`config.mk`:
```
export PLATFORM = sky130hd
export DESIGN_NAME = int_sequencer
export DESIGN_NICKNAME = d
export VERILOG_FILES = /design/src/rtl/int_sequencer_pkg.sv /design/src/rtl/int_sequencer.sv
export SDC_FILE = /design/constraint.sdc
export NUM_CORES = 1
export LEC_CHECK = 0
export CORE_ASPECT_RATIO = 0.8
export CORE_MARGIN = 3
export CORE_UTILIZATION = 45
export DETAILED_ROUTE_END_ITERATION = 16
export PLACE_DENSITY = 0.9
export SLEW_MARGIN = 20
export SYNTH_ARGS = -nofsm -noshare
export SYNTH_HDL_FRONTEND = slang
export SYNTH_SLANG_ARGS = --single-unit
```
`constraint.sdc`:
```
create_clock -name clk1 -period 4.2 [get_ports clk1]
set_input_delay 0.84 -clock clk1 [delete_from_list [all_inputs] [get_ports clk1]]
set_output_delay 0.84 -clock clk1 [all_outputs]
set_load 0.02 [all_outputs]
```
`src/rtl/int_sequencer_pkg.sv`:
```
// Shared definitions for the interrupt entry/exit sequencer: FSM state encoding,
// memory-port operation codes and the default interrupt vector.
package int_sequencer_pkg;

   typedef enum logic [3:0] {
      StIdle,
      StDrainI,
      StPushH,
      StPushL,
      StPushF,
      StEnterVec,
      StDrainR,
      StPopF,
      StPopL,
      StPopH,
      StRestore
   } seq_state_e;

   localparam logic [1:0] MEMOP_NONE = 2'b00;
   localparam logic [1:0] MEMOP_PUSH = 2'b01;
   localparam logic [1:0] MEMOP_POP  = 2'b10;

   localparam logic [31:0] INT_VECTOR_DEFAULT = 32'h0000_0002;

endpackage

```
`src/rtl/int_sequencer.sv`:
```
// Interrupt entry/exit controller. Drains the pipeline, pushes return PC (high, low)
// and flags over the shared memory port, then vectors; RTI pops in reverse order and
// restores PC and flags. All outputs are registered and track the FSM state.
// Optional nesting: define NESTED_INT_EN to replace the in-ISR flag by a depth counter
// limited to MAX_DEPTH.
module int_sequencer
   import int_sequencer_pkg::*;
#(
   parameter int unsigned     PC_W       = 32,
   parameter int unsigned     DATA_W     = 16,
   parameter int unsigned     FLAG_W     = 3,
   parameter logic [PC_W-1:0] INT_VECTOR = INT_VECTOR_DEFAULT
`ifdef NESTED_INT_EN
   ,
   parameter int unsigned     MAX_DEPTH  = 4
`endif
) (
   input  logic              clk1,
   input  logic              reset,
   input  logic              interrupt,
   input  logic [PC_W-1:0]   pcIn,
   input  logic [FLAG_W-1:0] flagsIn,
   input  logic              pipeEmpty,
   input  logic              rtiDecoded,
   input  logic              memGnt,
   input  logic [DATA_W-1:0] memRdata,
   output logic              memReq,
   output logic [1:0]        memOp,
   output logic [DATA_W-1:0] memWdata,
   output logic              stallFetch,
   output logic              flushIF,
   output logic              pcLoad,
   output logic [PC_W-1:0]   pcOut,
   output logic              flagsLoad,
   output logic [FLAG_W-1:0] flagsOut,
   output logic              intActive,
   output logic              busy
);

   seq_state_e        state_q, state_d;
   logic              pending_q, pending_d;
   // Holds the return PC/flags on entry and collects the popped words on exit.
   logic [PC_W-1:0]   ret_pc_q, ret_pc_d;
   logic [FLAG_W-1:0] ret_f_q, ret_f_d;
   logic              enter_done, exit_done;
   logic              int_active, can_enter;

   logic              mem_req_q, mem_req_d;
   logic [1:0]        mem_op_q, mem_op_d;
   logic [DATA_W-1:0] mem_wdata_q, mem_wdata_d;
   logic              stall_q, stall_d;
   logic              flush_q, flush_d;
   logic              pc_load_q, pc_load_d;
   logic [PC_W-1:0]   pc_out_q, pc_out_d;
   logic              flags_load_q, flags_load_d;
   logic [FLAG_W-1:0] flags_out_q, flags_out_d;
   logic              busy_q, busy_d;

`ifdef NESTED_INT_EN
   localparam int unsigned DEPTH_W = $clog2(MAX_DEPTH + 1);
   logic [DEPTH_W-1:0] depth_q, depth_d;

   assign int_active = (depth_q != '0);
   assign can_enter  = (depth_q < DEPTH_W'(MAX_DEPTH));

   // Nesting depth: up on vector entry, down on restore.
   always_comb begin
      depth_d = depth_q;
      if (enter_done) begin
         depth_d = depth_q + DEPTH_W'(1);
      end else if (exit_done) begin
         depth_d = depth_q - DEPTH_W'(1);
      end
   end
`else
   logic active_q, active_d;

   assign int_active = active_q;
   assign can_enter  = !active_q;

   // In-ISR flag: set on vector entry, cleared on restore.
   always_comb begin
      active_d = active_q;
      if (enter_done) begin
         active_d = 1'b1;
      end else if (exit_done) begin
         active_d = 1'b0;
      end
   end
`endif

   // Next state, holding registers, and outputs decoded from the next state.
   always_comb begin
      state_d    = state_q;
      pending_d  = pending_q | interrupt;
      ret_pc_d   = ret_pc_q;
      ret_f_d    = ret_f_q;
      enter_done = 1'b0;
      exit_done  = 1'b0;

      case (state_q)
         StIdle: begin
            if (rtiDecoded && int_active) begin
               state_d = StDrainR;
            end else if (pending_q && can_enter) begin
               state_d = StDrainI;
            end
         end
         StDrainI: begin
            if (pipeEmpty) begin
               ret_pc_d = pcIn;
               ret_f_d  = flagsIn;
               state_d  = StPushH;
            end
         end
         StPushH:    if (memGnt) state_d = StPushL;
         StPushL:    if (memGnt) state_d = StPushF;
         StPushF:    if (memGnt) state_d = StEnterVec;
         StEnterVec: begin
            // A request arriving in this very cycle is a new one and must survive.
            pending_d  = interrupt;
            enter_done = 1'b1;
            state_d    = StIdle;
         end
         StDrainR:   if (pipeEmpty) state_d = StPopF;
         StPopF: begin
            if (memGnt) begin
               ret_f_d = memRdata[FLAG_W-1:0];
               state_d = StPopL;
            end
         end
         StPopL: begin
            if (memGnt) begin
               ret_pc_d[DATA_W-1:0] = memRdata;
               state_d              = StPopH;
            end
         end
         StPopH: begin
            if (memGnt) begin
               ret_pc_d[PC_W-1:DATA_W] = memRdata;
               state_d                 = StRestore;
            end
         end
         StRestore: begin
            exit_done = 1'b1;
            state_d   = StIdle;
         end
         default: state_d = StIdle;
      endcase

      mem_req_d    = 1'b0;
      mem_op_d     = MEMOP_NONE;
      mem_wdata_d  = '0;
      flush_d      = 1'b0;
      pc_load_d    = 1'b0;
      pc_out_d     = '0;
      flags_load_d = 1'b0;
      flags_out_d  = '0;
      busy_d       = (state_d != StIdle);
      stall_d      = busy_d;

      case (state_d)
         StDrainI, StDrainR: flush_d = 1'b1;
         StPushH: begin
            mem_req_d   = 1'b1;
            mem_op_d    = MEMOP_PUSH;
            mem_wdata_d = ret_pc_d[PC_W-1:DATA_W];
         end
         StPushL: begin
            mem_req_d   = 1'b1;
            mem_op_d    = MEMOP_PUSH;
            mem_wdata_d = ret_pc_d[DATA_W-1:0];
         end
         StPushF: begin
            mem_req_d   = 1'b1;
            mem_op_d    = MEMOP_PUSH;
            mem_wdata_d = DATA_W'(ret_f_d);
         end
         StEnterVec: begin
            pc_load_d = 1'b1;
            pc_out_d  = INT_VECTOR;
         end
         StPopF, StPopL, StPopH: begin
            mem_req_d = 1'b1;
            mem_op_d  = MEMOP_POP;
         end
         StRestore: begin
            pc_load_d    = 1'b1;
            pc_out_d     = ret_pc_d;
            flags_load_d = 1'b1;
            flags_out_d  = ret_f_d;
         end
         default: ;
      endcase
   end

   // State, holding registers and registered outputs; synchronous reset.
   always_ff @(posedge clk1) begin
      if (reset) begin
         state_q      <= StIdle;
         pending_q    <= 1'b0;
         ret_pc_q     <= '0;
         ret_f_q      <= '0;
`ifdef NESTED_INT_EN
         depth_q      <= '0;
`else
         active_q     <= 1'b0;
`endif
         mem_req_q    <= 1'b0;
         mem_op_q     <= MEMOP_NONE;
         mem_wdata_q  <= '0;
         stall_q      <= 1'b0;
         flush_q      <= 1'b0;
         pc_load_q    <= 1'b0;
         pc_out_q     <= '0;
         flags_load_q <= 1'b0;
         flags_out_q  <= '0;
         busy_q       <= 1'b0;
      end else begin
         state_q      <= state_d;
         pending_q    <= pending_d;
         ret_pc_q     <= ret_pc_d;
         ret_f_q      <= ret_f_d;
`ifdef NESTED_INT_EN
         depth_q      <= depth_d;
`else
         active_q     <= active_d;
`endif
         mem_req_q    <= mem_req_d;
         mem_op_q     <= mem_op_d;
         mem_wdata_q  <= mem_wdata_d;
         stall_q      <= stall_d;
         flush_q      <= flush_d;
         pc_load_q    <= pc_load_d;
         pc_out_q     <= pc_out_d;
         flags_load_q <= flags_load_d;
         flags_out_q  <= flags_out_d;
         busy_q       <= busy_d;
      end
   end

   assign memReq     = mem_req_q;
   assign memOp      = mem_op_q;
   assign memWdata   = mem_wdata_q;
   assign stallFetch = stall_q;
   assign flushIF    = flush_q;
   assign pcLoad     = pc_load_q;
   assign pcOut      = pc_out_q;
   assign flagsLoad  = flags_load_q;
   assign flagsOut   = flags_out_q;
   assign intActive  = int_active;
   assign busy       = busy_q;

endmodule

```
==> results_dict.tcl <==
set metrics [dict create \
    ios 117 \
    finClkSkew_ns 0.00978 \
    cts_tree "yes" \
    leakage_uw 0.00177 \
    die_area_um2 9430 \
    ant_nets 0 \
    post_cts_buffers 0 \
    seqPwrFrac_pct 52.7 \
    peakVddDrop_mv 0.223 \
    arrival_ns 3.52 \
    clkTransAtPathRegs_ns 0.09 \
    fmaxAchievable_mhz 307 \
    htreeDepth 3 \
    start_kind "primary input" \
    num_rows 29 \
    hold_buffers 0 \
    final_cell_mix "clkdlybuf4s50_1, dfxtp_1, nor2_1" \
    syn-num-nets 423 \
    cts_resized 0 \
    slew_headroom_pct 28.4 \
    insertion_delay_ns 0.36 \
    setup_tns_ns 0 \
    period_needed_ns 3.25 \
    first_pass_iters 8 \
    cts.sinks 99 \
    tightestPinTransition_ns 1.07 \
    antenna_cells 0 \
    worstHoldStart "intActive$_SDFFE_PP0P_" \
    hold_viol_final 0 \
    yosys.area.top_type_share_pct 53.1 \
    numPortBuffers 116 \
    ys_seq_elements 99 \
    totalWireLength_mm 10.4 \
    sw_frac_of_total_pct 28.4 \
    ctsRootBufferMaster "clkbuf_8" \
    die_h_um 87.5 \
    timing.rr.start "state_q[2]$_SDFF_PP0_" \
    syn_to_final_growth_pct 36.0 \
    path_class "in2reg" \
    die_w_um 108 \
    ys_warn_count 0 \
    cp.required_ns 4.46 \
    drc 0 \
    setup_slack_ns 0.946 \
    start_util_pct 46.8 \
    seq_area_frac_synth_pct 53.1 \
    ctsLongestPathBuffers 2 \
    p_int_uw 1340 \
    grt_max_degree 36 \
    syn_area_per_cell_um2 10.2 \
    hpwlAfterDp_mm 7.08 \
    cp_max_fo 18 \
    final_common_cell "clkdlybuf4s50_1" \
    outcome "complete, no violations" \
    synth_area_um2 3730 \
    comb_power_share_pct 16.4 \
    post-route-period-util_pct 77.5 \
    grt_pass1_vias 3201 \
    drt_iter0_drc 482 \
    ys_types 49 \
    p_sw_uw 530 \
    grtUsageTotal_pct 21.6 \
    grt-ovfl-total 0 \
    power_density_nw_per_um2 368 \
    viasPerCell 5.81 \
    maxCapViolCount 0 \
    synth_edf_count 0 \
    core_um2 7980 \
    preCtsSetupSlack_ns 0.566 \
    grt_antenna_before_repair 0 \
    endpoint_kind "register" \
    synth-async-reset-ratio_pct 0 \
    hold_class "reg2reg" \
    startpoint "memGnt" \
    slew_viol_final 0 \
    route.vias.total 3366 \
    rsz0062_at_grt "false" \
    netlist_instances 366 \
    clockPowerShare_pct 30.9 \
    wl_per_cell_um 18.0 \
    synth_top_flop_cell "dfxtp_1" \
    cts_inserted_buffers 9 \
    synthTopCellsByArea "dfxtp_1, a222oi_1, nor2_1, nand3b_1, a211oi_1" \
    setup_viol 0 \
    r2r_setup_slack_ns 1.25 \
    synth_largest_area_cell "dfxtp_1" \
    drive_gt1_share_pct 8.07 \
    final_nets 523 \
    globalplace.congestion 0.918 \
    grt_pass1_wl_mm 15.9 \
]
## stage by stage
step / instance area, um2 / cells / hold slack [ns] / util, % / total power (uW)
after global routing: 5080 / 579 / 0.541 / 63.6 / 1940
after global placement: 4880 / 563 / 0.466 / 61.1 / 1300
after floorplan: 3730 / 366 / 0.443 / - / 1190
after CTS: 5070 / 579 / 0.512 / 63.6 / 1870
after detailed placement: 4890 / 563 / 0.490 / 61.2 / 1310
final: 5080 / 579 / 0.523 / 63.6 / 1870
## sequential cells by signal, summed over array words and instances (netlist names)
| signal | count |
|---|---|
| ret_pc_q | 32 |
| pcLoad | 1 |
| flagsOut | 3 |
| memWdata | 16 |
| ret_f_q | 3 |
| intActive | 1 |
| flushIF | 1 |
| busy | 1 |
| memReq | 1 |
| memOp | 2 |
| pending_q | 1 |
| pcOut | 32 |
| state_q | 4 |
| flagsLoad | 1 |
## area by class of cell
| type | instances | area, um2 |
|---|---|---|
| fillers | 634 | 2910 |
| flip-flops and latches | 99 | 1980 |
| multi-input cells | 228 | 1550 |
| repair buffers | 122 | 1200 |
| clock buffers | 11 | 141 |
| well taps | 108 | 135 |
| clock inverters | 5 | 46.3 |
| inverters | 6 | 22.5 |
## worst paths after layout
| path | end | depth (start not counted) |
|---|---|---|
| worst max-delay path | memWdata[10]$_SDFF_PP0_ | 6 |
| worst max register to register | memWdata[10]$_SDFF_PP0_ | 5 |
| worst min-delay path | intActive$_SDFFE_PP0P_ | 2 |
| worst min register to register | intActive$_SDFFE_PP0P_ | 2 |
## logic make-up after synthesis
family / synth area share, %
compound gates: 18.6
buf+inv: 5.63
flops: 53.1
mux: 1.17
simple gates: 21.5
## Yosys cell counts, types with 2 or more instances
| library cell | number |
|---|---|
| dfxtp_1 | 99 |
| nor2_1 | 73 |
| a222oi_1 | 32 |
| nand3b_1 | 29 |
| clkbuf_1 | 14 |
| a211oi_1 | 13 |
| buf_2 | 9 |
| a21oi_1 | 7 |
| nor2b_1 | 7 |
| o21ai_0 | 7 |
| buf_4 | 6 |
| inv_1 | 6 |
| nand2_1 | 6 |
| a22oi_1 | 4 |
| and2_1 | 4 |
| buf_6 | 4 |
| mux2_2 | 3 |
| nand2b_1 | 3 |
| o2bb2ai_1 | 3 |
| a2bb2oi_1 | 2 |
| and3_1 | 2 |
| and3b_1 | 2 |
| nor3_2 | 2 |
| nor4bb_1 | 2 |
| o211ai_1 | 2 |
| or4_1 | 2 |
## per-layer routing
metal	GRT usage, %	vias up	wire length [um]
met2	36.3	219	4930
met5	0	-	0
met3	5.93	16	1160
li1	-	1553	-
met4	5.28	0	136
met1	27.7	1578	4220
## worst max-delay path: stages
cell             delay (ns)
clkdlybuf4s50_1        0.60
nor4bb_1               0.25
a2111oi_2              0.45
a22o_1                 0.73
a31oi_4                0.33
a211oi_1               0.30
## power by group through the flow
stage / clock, uW / combinational (uW) / sequential (uW)
2_1_floorplan: 0 / 189 / 1000
3_3_place_gp: 0 / 292 / 1010
6_report: 578 / 306 / 985
5_1_grt: 630 / 326 / 989
4_1_cts: 584 / 301 / 985
3_5_place_dp: 0 / 300 / 1010
(Power assumes the default switching activity.)
